===== config.mk =====
export PLATFORM = sky130hd
export DESIGN_NAME = reply_serializer
export DESIGN_NICKNAME = d
export VERILOG_FILES = /design/src/rtl/reply_serializer.sv
export SDC_FILE = /design/constraint.sdc
export NUM_CORES = 1
export LEC_CHECK = 0
export CAP_MARGIN = 20
export CORE_UTILIZATION = 63
export CTS_CLUSTER_SIZE = 30
export DETAILED_ROUTE_END_ITERATION = 8
export PLACE_DENSITY = 0.85
export SYNTH_ARGS = -nofsm -noshare
export SYNTH_HDL_FRONTEND = slang
export SYNTH_SLANG_ARGS = --single-unit

===== constraint.sdc =====
create_clock -name clk -period 3.9 [get_ports clk]
set_input_delay 0.585 -clock clk [delete_from_list [all_inputs] [get_ports clk]]
set_output_delay 0.585 -clock clk [all_outputs]
set_load 0.005 [all_outputs]

===== src/rtl/reply_serializer.sv =====
`default_nettype none
// ============================================================================
// Module   : reply_serializer
// Purpose  : Queues word-wide reply records, streams them LSB-byte-first to host
// Revision : 1.0  initial release
// ============================================================================
module reply_serializer #(
   parameter int DATA_WIDTH = 32,
   parameter int DEPTH      = 4,
   parameter int LEN_W      = 3
) (
   input  logic                  clk,
   input  logic                  reset,
   input  logic                  req_valid,
   output logic                  req_ready,
   input  logic [DATA_WIDTH-1:0] req_data,
   input  logic [LEN_W-1:0]      req_len,
   output logic                  reply_rdy,
   output logic [7:0]            reply,
   input  logic                  reply_ack,
   output logic                  reply_end,
   output logic                  len_err,
   output logic [LEN_W:0]        queue_level
);

   localparam int                c_AW       = $clog2(DEPTH);
   localparam logic [LEN_W-1:0]  c_MAX_LEN  = LEN_W'(DATA_WIDTH / 8);
   localparam logic [LEN_W-1:0]  c_LEN_ZERO = '0;
   localparam logic [LEN_W-1:0]  c_LEN_ONE  = LEN_W'(1);
   localparam logic [LEN_W-1:0]  c_LEN_TWO  = LEN_W'(2);
   localparam logic [c_AW:0]     c_PTR_ONE  = (c_AW + 1)'(1);
   localparam logic [LEN_W:0]    c_LVL_ONE  = (LEN_W + 1)'(1);

   typedef enum logic [0:0] {
      ST_IDLE = 1'b0,
      ST_SEND = 1'b1
   } state_t;

   state_t                r_state;
   logic [DATA_WIDTH-1:0] r_mem_data [DEPTH];
   logic [LEN_W-1:0]      r_mem_len  [DEPTH];
   logic [c_AW:0]         r_wr_ptr;
   logic [c_AW:0]         r_rd_ptr;
   logic [DATA_WIDTH-1:0] r_sr;
   logic [LEN_W-1:0]      r_cnt;
   logic [LEN_W:0]        r_level;
   logic                  r_len_err;
   logic                  r_reply_rdy;
   logic                  r_reply_end;

   logic                  w_full;
   logic                  w_empty;
   logic                  w_accept;
   logic                  w_push;
   logic                  w_pop;
   logic                  w_last;
   logic [LEN_W-1:0]      w_len_clamped;
   logic [DATA_WIDTH-1:0] w_head_data;
   logic [LEN_W-1:0]      w_head_len;
   logic [DATA_WIDTH-1:0] w_sr_next;

   assign w_full   = (r_wr_ptr[c_AW] != r_rd_ptr[c_AW]) &&
                     (r_wr_ptr[c_AW-1:0] == r_rd_ptr[c_AW-1:0]);
   assign w_empty  = (r_wr_ptr == r_rd_ptr);
   assign w_accept = req_valid && !w_full;
   // Zero-length records are acknowledged to the handler but never stored.
   assign w_push   = w_accept && (req_len != c_LEN_ZERO);
   assign w_len_clamped = (req_len > c_MAX_LEN) ? c_MAX_LEN : req_len;

   assign w_head_data = r_mem_data[r_rd_ptr[c_AW-1:0]];
   assign w_head_len  = r_mem_len[r_rd_ptr[c_AW-1:0]];
   assign w_sr_next   = r_sr >> 8;

   // Popping on the final acknowledged byte lets records run back to back.
   assign w_last = (r_state == ST_SEND) && reply_ack && (r_cnt == c_LEN_ONE);
   assign w_pop  = !w_empty && ((r_state == ST_IDLE) || w_last);

   always_ff @(posedge clk) begin
      if (w_push) begin
         r_mem_data[r_wr_ptr[c_AW-1:0]] <= req_data;
         r_mem_len[r_wr_ptr[c_AW-1:0]]  <= w_len_clamped;
      end
   end

   always_ff @(posedge clk or posedge reset) begin
      if (reset) begin
         r_wr_ptr  <= '0;
         r_rd_ptr  <= '0;
         r_level   <= '0;
         r_len_err <= 1'b0;
      end else begin
         r_len_err <= w_accept && (req_len == c_LEN_ZERO);
         if (w_push) r_wr_ptr <= r_wr_ptr + c_PTR_ONE;
         if (w_pop)  r_rd_ptr <= r_rd_ptr + c_PTR_ONE;
         case ({w_push, w_pop})
            2'b10:   r_level <= r_level + c_LVL_ONE;
            2'b01:   r_level <= r_level - c_LVL_ONE;
            default: r_level <= r_level;
         endcase
      end
   end

   always_ff @(posedge clk or posedge reset) begin
      if (reset) begin
         r_state     <= ST_IDLE;
         r_sr        <= '0;
         r_cnt       <= '0;
         r_reply_rdy <= 1'b0;
         r_reply_end <= 1'b0;
      end else if (w_pop) begin
         r_state     <= ST_SEND;
         r_sr        <= w_head_data;
         r_cnt       <= w_head_len;
         r_reply_rdy <= 1'b1;
         r_reply_end <= (w_head_len == c_LEN_ONE);
      end else begin
         case (r_state)
            ST_SEND: begin
               if (reply_ack) begin
                  if (r_cnt != c_LEN_ONE) begin
                     r_sr        <= w_sr_next;
                     r_cnt       <= r_cnt - c_LEN_ONE;
                     r_reply_end <= (r_cnt == c_LEN_TWO);
                  end else begin
                     r_state     <= ST_IDLE;
                     r_sr        <= '0;
                     r_cnt       <= '0;
                     r_reply_rdy <= 1'b0;
                     r_reply_end <= 1'b0;
                  end
               end
            end
            default: r_state <= ST_IDLE;
         endcase
      end
   end

   assign req_ready   = !w_full;
   assign reply_rdy   = r_reply_rdy;
   assign reply       = r_sr[7:0];
   assign reply_end   = r_reply_end;
   assign len_err     = r_len_err;
   assign queue_level = r_level;

endmodule
`default_nettype wire


==> key figures <==
STA
  • Slew @ Worst Pin: 0.9371 ns
  • Final Hold Vio Count: 0
  • Final Cycle Share: between 70% and 80%
  • Fin crit period: approximately 2.8 ns
  • Setup Viol. Count Final: 0
  • Setup TNS: 0 ns
  • Fmax: 362.3 MHz
  • RSZ-0062 raised after global routing: false
  • Clock skew: 0.007029 ns
  • Final worst setup slack: 1.140 ns
  • Slew margin rel.: 37.29%
  • Final Max Slew Viols: 0

Yosys
  • Top cells by area, synth: edfxtp_1 55%, dfrtp_1 16%, mux4_2 9.7%
  • Post-Synthesis Cells: 445
  • Mapped Avg Cell Area: ~17 um^2
  • Synth warn: 0
  • Post-synth ARST share: roughly a quarter
  • Post-synth EDFFs: 140
  • Area leader, netlist: edfxtp_1
  • Most frequent cell after synthesis: edfxtp_1
  • Most used DFF post-synth: edfxtp_1
  • Post-Syn Nets: just under 500
  • Synth Register Bits: approximately 190
  • Seq/Total Area, Yosys: 70.58%
  • Area of the mapped netlist: just under 8000 um^2
  • Top-area cell type share of the netlist area: a little over half
  • Synth unique cells: 49
  • Synth top cells by count: 140 x edfxtp_1, 49 x dfrtp_1, 33 x mux4_2

CTS
  • TritonCTS Buffers: 17
  • Post-CTS setup repair buffer count: 0
  • Clock sink count: 189
  • CTS Hold Buffers Added: 0
  • Clock Tree Root: clkbuf_16
  • Post_cts resized: 0
  • CTS tree: yes
  • Clk_lat worst skew: between 0.4 and 0.5 ns
  • Reg clk slew, reported paths: 0.06 ns
  • Level count of the clock H-tree: 4
  • Max clock buf depth: 2

GRT
  • Met1 Usage GRT: between 30% and 40%
  • First-pass GRT wire length: ~24 mm
  • Grt ovf: 0
  • Total GRT Usage: 25.94%
  • Largest net degree at the start of global routing: 39
  • Met3 Usage GRT: ~5.9%
  • Initial antenna violation count: 0
  • M2 GR Usage: around 43%
  • Vias in the first global route: ~4400
  • Most Crowded Layer GR: met2

Drt
  • Post-route ant nets: 0
  • Avg Vias per Cell: approximately 6.3
  • DRC errors left: 0
  • Starting DRT DRC Count: 379
  • DR pass1 iterations: 7
  • Vias: 4171
  • WL final: around 14 mm
  • Wirelength per Cell: 21.95 um

Critical path
  • CP Launch Type: primary input
  • Max Fanout on Critical Path: 8
  • CP Capture Type: flip-flop
  • Critical path arrival: 3.07 ns
  • CP Data Required Time: roughly 4.2 ns
  • Critical path class: in2reg

Finish
  • Layout cell share with drive strength beyond 1: 16.50%
  • Area Overhead vs Synth: 15.89%
  • Register area: 5431 um^2
  • Filler cell count: 640
  • Footprint of the multi-input gates: ~2000 um^2
  • Antenna Cells: 0
  • Nets@finish: 552
  • Layout Cells excl Fill: around 660

Placement
  • Pre-CTS setup slack: between 0.7 and 0.8 ns
  • DP HPWL: slightly below 9 mm
  • Port-buffer cells: between 50 and 60
  • Dpl cells: roughly 630
  • Final GP Congestion: ~0.76

Power and ir drop
  • Max IR drop VDD: between 0.4 and 0.5 mV
  • Leak: 3.345 nW
  • Tot Pwr: between 6 and 7 mW
  • Cell Pwr Density: approximately 740 nW/um^2

Floorplan
  • Die W: between 100 and 150 um
  • Core Area: ~12000 um^2
  • Die area: around 13000 um^2
  • Die Span Y: around 110 um
  • Core Rows: 39
  • Initial core utilization: 65.97%
  • Io pins: 55

Job
  • MaxCap Viol Count: 0

Run status
  • Status: completed

Hold path
  • Hold Crit Class: reg2reg
[kinds of logic (layout without fill, tap and decap cells)]
logic type | count (synthesis) | in the layout | synth area share [%]
xor+xnor | 15 | 15 | 2.000
buf+inv | 48 | 118 | 3.236
flops | 189 | 189 | 70.58
mux | 38 | 38 | 10.78
simple gates | 66 | 66 | 3.952
fa+ha+maj | 11 | 11 | 1.789
compound gates | 78 | 78 | 7.660
[area by class of cell]
| cell class | count | area share (%) |
|---|---|---|
| clock buffers | 19 | 4.855 |
| well taps | 143 | 2.007 |
| multi-input cells | 208 | 22.59 |
| flip-flops and latches | 189 | 60.92 |
| clock inverters | 13 | 1.670 |
| inverters | 19 | 0.7999 |
| repair buffers | 67 | 7.157 |
[placed cells by master, fill, tap and decap left out, types with 3 or more instances in the layout]
master	synthesis	routed
ha_1	11	11
inv_1	19	18
a21oi_1	15	15
xnor2_1	5	5
mux4_2	33	33
nand2b_1	3	3
a21o_1	13	13
edfxtp_1	140	140
dfrtp_1	49	48
nand2_1	22	22
bufinv_16	0	3
mux2_2	3	3
a22o_1	8	8
xor2_1	7	7
clkinv_1	0	3
and2_1	4	4
nor2_1	21	21
o21ai_0	16	16
nor3_1	4	4
nor2b_1	4	4
a222oi_1	10	10
clkinv_2	0	3
buf_4	10	13
clkdlybuf4s50_1	0	54
clkbuf_16	0	17
[per-stage QoR]
stage	hold WS, ns	utilization (%)	instance area, um^2
floorplan	0.4581	-	7694
global placement	0.4662	71.46	8334
detailed placement	0.4696	71.46	8334
CTS	0.4780	76.45	8916
global route	0.5115	76.45	8916
finish	0.4742	76.45	8916
[report_power, final]
| group | switching (mW) | internal [mW] | total, mW |
|---|---|---|---|
| combinational | 1.04 | 0.902 | 1.95 |
| sequential | 0.245 | 2.69 | 2.94 |
| clock | 0.693 | 0.998 | 1.69 |
[critical path, cell delays in order]
cell	delay [ns]
clkdlybuf4s50_1	0.58
nor3_1	0.11
a311oi_2	0.53
inv_1	0.13
ha_1	0.29
xor2_1	0.16
ha_1	0.18
a21oi_1	0.15
xor2_1	0.17
nor2_1	0.07
xor2_1	0.14
[registers in the layout, indices dropped and copies added, names as in the netlist]
register,cells
r_state,1
r_mem_len,12
queue_level,4
r_rd_ptr,3
r_sr,32
reply_rdy,1
r_mem_data,128
r_wr_ptr,3
r_cnt,3
reply_end,1
len_err,1
[final timing paths]
path / cells after the start / start / endpoint / slack [ns]
setup / recovery: 11 / req_len[2] / queue_level[2] / 1.14
hold / removal: 1 / queue_level[3] / queue_level[3] / 0.47
setup reg to reg: 10 / r_wr_ptr[0] / queue_level[2] / 1.21
hold reg to reg: 1 / queue_level[3] / queue_level[3] / 0.47
max in group asynchronous: 3 / reset / r_sr[17] / 2.63
min in group asynchronous: 2 / reset / r_cnt[1] / 0.57
[routing by layer]
metal  vias to the layer above  part of all wire, %
met5                         -                    0
met4                         0                  3.1
met3                        38                  6.5
met2                       202                   52
met1                      2094                   39
li1                       1837                    -
Note: power is estimated with default switching activity, not from simulation.
